<file path="config.mk">
export PLATFORM = sky130hd
export DESIGN_NAME = multicycle_alu
export DESIGN_NICKNAME = d
export VERILOG_FILES = /design/src/rtl/multicycle_alu.sv
export SDC_FILE = /design/constraint.sdc
export NUM_CORES = 1
export LEC_CHECK = 0
export ABC_AREA = 1
export BUFFER_PORTS_ARGS = -buffer_cell sky130_fd_sc_hd__buf_2
export CORE_MARGIN = 3
export CORE_UTILIZATION = 45
export CTS_BUF_LIST = sky130_fd_sc_hd__clkbuf_16
export DETAILED_ROUTE_END_ITERATION = 10
export GPL_TIMING_DRIVEN = 0
export PLACE_DENSITY = 0.72
export SLEW_MARGIN = 0
export SYNTH_ARGS = -nofsm -noshare
export SYNTH_HDL_FRONTEND = slang
export SYNTH_SLANG_ARGS = --single-unit
</file>
<file path="constraint.sdc">
create_clock -name clk_i -period 6.8 [get_ports clk_i]
set_input_delay 0.34 -clock clk_i [delete_from_list [all_inputs] [get_ports clk_i]]
set_output_delay 0.34 -clock clk_i [all_outputs]
set_load 0.01 [all_outputs]
</file>
<file path="src/rtl/multicycle_alu.sv">
// Multicycle ALU: single-cycle logic/arithmetic ops plus an iterative
// shift-add multiplier that takes WIDTH cycles regardless of operand values.
module multicycle_alu #(
  parameter int WIDTH = 32,
  parameter int CNT_W = 6
) (
  input  logic             clk_i,
  input  logic             rst_i,
  input  logic             valid_i,
  output logic             ready_o,
  input  logic [WIDTH-1:0] data1_i,
  input  logic [WIDTH-1:0] data2_i,
  input  logic [2:0]       ALUCtrl_i,
  output logic [WIDTH-1:0] data_o,
  output logic             Zero_o,
  output logic             valid_o
);

  typedef enum logic {
    IDLE = 1'b0,
    MUL  = 1'b1
  } state_t;

  state_t           state_q, state_d;
  logic [WIDTH-1:0] data_q, data_d;
  logic             zero_q, zero_d;
  logic             valid_q, valid_d;
  logic [WIDTH-1:0] mcand_q, mcand_d;
  logic [WIDTH-1:0] mplier_q, mplier_d;
  logic [WIDTH-1:0] acc_q, acc_d;
  logic [CNT_W-1:0] cnt_q, cnt_d;

  logic [WIDTH-1:0] alu_res;
  logic [WIDTH-1:0] step_sum;
  logic             slt;

  // Single-cycle opcode results (MUL is handled by the iterative datapath)
  always_comb begin
    slt     = ($signed(data1_i) < $signed(data2_i));
    alu_res = '0;
    case (ALUCtrl_i)
      3'b010:  alu_res = data1_i + data2_i;
      3'b110:  alu_res = data1_i - data2_i;
      3'b000:  alu_res = data1_i & data2_i;
      3'b001:  alu_res = data1_i | data2_i;
      3'b111:  alu_res = {{(WIDTH-1){1'b0}}, slt};
      default: alu_res = '0;
    endcase
  end

  // One shift-add step: accumulate the shifted multiplicand when multiplier LSB is set
  always_comb begin
    step_sum = acc_q + (mplier_q[0] ? mcand_q : '0);
  end

  // Next-state and datapath control
  always_comb begin
    state_d  = state_q;
    data_d   = data_q;
    zero_d   = zero_q;
    valid_d  = 1'b0;
    mcand_d  = mcand_q;
    mplier_d = mplier_q;
    acc_d    = acc_q;
    cnt_d    = cnt_q;
    case (state_q)
      IDLE: begin
        if (valid_i) begin
          if (ALUCtrl_i == 3'b011) begin
            mcand_d  = data1_i;
            mplier_d = data2_i;
            acc_d    = '0;
            cnt_d    = CNT_W'(WIDTH);
            state_d  = MUL;
          end else begin
            data_d  = alu_res;
            zero_d  = (alu_res == '0);
            valid_d = 1'b1;
          end
        end
      end
      MUL: begin
        acc_d    = step_sum;
        mcand_d  = mcand_q << 1;
        mplier_d = mplier_q >> 1;
        cnt_d    = cnt_q - CNT_W'(1);
        // The final step's sum goes straight to the result register
        if (cnt_q == CNT_W'(1)) begin
          data_d  = step_sum;
          zero_d  = (step_sum == '0);
          valid_d = 1'b1;
          state_d = IDLE;
        end
      end
      default: state_d = IDLE;
    endcase
  end

  // State registers with synchronous reset taking priority over requests
  always_ff @(posedge clk_i) begin
    if (rst_i) begin
      state_q  <= IDLE;
      data_q   <= '0;
      zero_q   <= 1'b0;
      valid_q  <= 1'b0;
      mcand_q  <= '0;
      mplier_q <= '0;
      acc_q    <= '0;
      cnt_q    <= '0;
    end else begin
      state_q  <= state_d;
      data_q   <= data_d;
      zero_q   <= zero_d;
      valid_q  <= valid_d;
      mcand_q  <= mcand_d;
      mplier_q <= mplier_d;
      acc_q    <= acc_d;
      cnt_q    <= cnt_d;
    end
  end

  assign ready_o = (state_q == IDLE);
  assign data_o  = data_q;
  assign Zero_o  = zero_q;
  assign valid_o = valid_q;

endmodule
</file>
==> flow_summary.ini <==
[place]
portBuffers = 104
finalWeightedCongestion = 1.014
place_hpwl_um = 46400

[final_layout]
seqCellArea_um2 = 2743
n_antenna_cell = 0
final_stage_net_count = 2789
fillCellCount = 3296
multiInputGateArea_um2 = 9512
layout-drive-gt1-share_pct = 8.127
area_growth_syn_to_layout_pct = 11.39

[logic_synthesis]
synthesized_netlist_net_count = 2666
synth-seq-cells = 137
dominantRegCellSynth = dfxtp_1
largest_family_of_logic_cells_by_synthesized_area = simple AND/OR/NAND/NOR gates
synth_warnings = 0
synth_cells = 2449
asyncSetResetFlopFracSynth_pct = 0
synth-compound-area-share_pct = 14.52
syn-mean-instance-area_um2 = 5.745
yosysSeqAreaShare_pct = 19.49
fraction_of_the_mapped_netlist_area_in_adder_cells_pct = 13.23
synthSimpleGateAreaFrac_pct = 38.73
edff_count_synth = 0
yosys.area_share.xor_xnor_pct = 1.121
synth.distinct_cells = 43
muxShareOfSynthArea_pct = 0
synthesis.area_um2 = 14070

[cts]
post_cts_setup_driven_buffer_insertion_count = 0
htree_num_levels = 4
cts.sink_count = 137
clock_tree.root_cell = clkbuf_16
clock_latency_ns = 0.43
tritoncts = done
maximum_clock_path_buffer_count = 2
cts-hold-fix-buffers = 0
ctsResizeCount = 0
cts_inserted_buffers = 17
worst_setup_hold_path_clk_slew_ns = 0.06

[routing]
routed-via-count = 16250
met2RoutedLength_um = 25780
routed_wire_length_per_instance_um = 18.58
routed_via_density = 5.454
drtAntennaViolNets = 0
initialDrtViolationCount = 1486
routed_wire_length_on_met3_um = 3559
routed.top_layer = met4
post_route_m1_wl_um = 23870
drc_errors = 0
drt-pass1-iter-count = 6
drt-total-wl_um = 55370

[timing]
finalWorstPathRequiredPeriod_ns = 3.632
slew_viol_final = 0
fmax_ghz = 0.2753
setup_viol_count_final = 0
hold_viol_final = 0
maxSlewHeadroom_pct = 30.50
summed_negative_setup_slack_over_all_endpoints_ns = 0
final.setup_skew_ns = 0.01123
fin_crit_share_pct = 53.41
worstMarginPinSlew_ns = 1.042
rsz_0062_raised_after_global_routing = no

[setup_path]
critical_path.reg2reg.startpoint = mplier_q[0]$_SDFFE_PP0P_
critical_path_max_stage_delay_ns = 0.41
crit_path_cell_trace = clkbuf_1 -> clkbuf_1 -> nand2_1 -> inv_1 -> ha_1 -> nand2_1 -> nand3_1 -> a21oi_1 -> o21ai_0 -> nand2_1 -> nand3_1 -> nand2_1 -> nand2_1 -> nor2_1 -> nand2_1 -> nor2_1 -> nand4_1 -> nand3_1 -> nand2_1 -> inv_1
reg2reg_setup_slack_ns = 3.17
cp-endpoint = Zero_o$_SDFFE_PP0P_
reg2reg_depth = 20
worst_ep_required_time_ns = 7.17
worst_path_arrival_ns = 4.01
crit_path_start = mplier_q[0]$_SDFFE_PP0P_
timing.critical_path.slowest_stage_cell = clkbuf_1
top_fanout_value_on_the_critical_path = 10
timing.critical_path.from_type = flip-flop
crit-reg2reg-capture = Zero_o$_SDFFE_PP0P_
criticalPathCategory = reg2reg
end_kind = flip-flop
critical_path_s_most_frequent_cell = nand2_1

[global_route]
grt_antenna_before_repair = 0
grt_max_degree = 17
grt_pass1_vias = 15150
grt_overflow = 0
grt.total_usage_pct = 32.23
grt_first_pass_wirelength_um = 83740

[run]
max_cap_viol_count = 0

[floorplan]
placementRows = 64
die_height_um = 182.8
core_um2 = 30670
floorplan.die.width_um = 182.8
i_o_pin_cnt = 105
initial_core_util_pct = 45.87
area_of_the_die_um2 = 33420

[power_and_ir_drop]
total_power_mw = 2.537
power_density_nw_per_um2 = 161.9
leakage_nw = 8.080
vdd.ir_drop.worst_v = 0.0001222

[hold_path]
tightest_hold_check_type = in2reg

[status]
outcome = finished, final reports clean
-- synth_stat cells (8+ instances only) --
library cell | instances | area [um2]
nand2_1 | 830 | 3115
inv_1 | 368 | 1381
nor2_1 | 207 | 777.0
nand3_1 | 188 | 940.9
ha_1 | 144 | 1802
dfxtp_1 | 137 | 2743
a21oi_1 | 129 | 645.6
o21ai_0 | 91 | 455.4
a31oi_1 | 87 | 544.3
clkbuf_1 | 53 | 198.9
o22ai_1 | 23 | 143.9
nand4_1 | 21 | 131.4
nor3_1 | 19 | 95.09
buf_2 | 18 | 90.09
nand3b_1 | 13 | 97.59
o21bai_1 | 13 | 97.59
xor2_1 | 11 | 96.34
buf_4 | 9 | 67.56
or2_2 | 9 | 56.30
inv_2 | 8 | 30.03
nor2_2 | 8 | 50.05
nor4_1 | 8 | 50.05
-- logic make-up after synthesis --
group,Yosys count
and+or+nand+nor,1320
buffers and inverters,464
AOI/OAI and AO/OA,363
adders and majority gates,147
DFF,137
xor gates and xnor gates,18
-- state kept, by name, summed over array words and instances (netlist names) --
signal and flops:
Zero_o 1, acc_q 32, cnt_q 6, data_o 32
mcand_q 32, mplier_q 32, state_q 1, valid_o 1
-- per-stage QoR --
stage | hold WS (ns) | util [%] | worst slack (ns) | cells | instance area, um2
2_1_floorplan | 0.4412 | - | 4.293 | 2449 | 14070
3_3_place_gp | 0.4529 | 49.18 | 3.228 | 2949 | 15080
3_5_place_dp | 0.4615 | 49.18 | 3.248 | 2949 | 15080
4_1_cts | 0.1882 | 51.10 | 3.195 | 2980 | 15670
5_1_grt | 0.2139 | 51.10 | 2.906 | 2980 | 15670
6_report | 0.1982 | 51.10 | 3.168 | 2980 | 15670
-- power by group --
part / leakage [nW] / internal (mW) / switching (mW)
combinational: 6.68 / 0.215 / 0.518
sequential: 1.11 / 0.832 / 0.0237
clock: 0.283 / 0.547 / 0.402
-- cells in the final DEF (no fill, tap or decap), drive strengths merged --
| cell type | instances |
|---|---|
| nand2 | 837 |
| inv | 382 |
| nor2 | 215 |
| nand3 | 193 |
| ha | 144 |
| dfxtp | 137 |
| buf | 136 |
| a21oi | 134 |
| o21ai | 94 |
| a31oi | 87 |
| clkbuf | 71 |
| o22ai | 23 |
| nand4 | 21 |
| nor3 | 20 |
| o21bai | 13 |
| nand3b | 13 |
| xor2 | 11 |
| or2 | 9 |
| nor4 | 8 |
| xnor2 | 7 |
| clkinv | 6 |
| o211ai | 4 |
| o21a | 3 |
| fa | 3 |
| and2 | 2 |
| a211oi | 2 |
| clkinvlp | 2 |
| bufinv | 2 |
| a21o | 1 |
| a32o | 1 |
| a221oi | 1 |
| nor3b | 1 |
| and3 | 1 |
-- per-layer routing --
layer  global-route usage, %  vias to the layer above
li1                        -                     8057
met1                   41.92                     7441
met2                   55.32                      653
met3                   3.649                      103
met4                   11.73                        0
met5                       0                        -
-- worst max-delay path, delay by kind of cell, from the launching register on --
kind	cells	cell delay (ns)
compound gates	2	0.66
fa+ha+maj	1	0.30
buf+inv	4	0.91
flops	1	0.30
simple gates	13	1.40
-- worst min path at each step --
stage | start | endpoint | slack, ns | depth (start not counted)
2_1_floorplan | mplier_q[31]$_SDFFE_PP0P_ | mplier_q[31]$_SDFFE_PP0P_ | 0.44 | 2
3_3_place_gp | mplier_q[31]$_SDFFE_PP0P_ | mplier_q[31]$_SDFFE_PP0P_ | 0.45 | 2
3_5_place_dp | acc_q[26]$_SDFFE_PP0P_ | acc_q[26]$_SDFFE_PP0P_ | 0.46 | 2
4_1_cts | data2_i[31] | mplier_q[31]$_SDFFE_PP0P_ | 0.19 | 3
5_1_grt | data1_i[0] | mcand_q[0]$_SDFFE_PP0P_ | 0.21 | 3
6_report | data2_i[31] | mplier_q[31]$_SDFFE_PP0P_ | 0.20 | 3
-- cell type report --
class	instances	share of cell area (%)
clock buffers	17	2.715
flip-flops and latches	137	17.50
plain buffers	86	2.523
well taps	396	3.162
clock inverters	14	1.030
multi-input cells	1848	60.69
inverters	378	9.054
repair buffers	104	3.321
No activity file was read; power rests on OpenSTA's default activity.
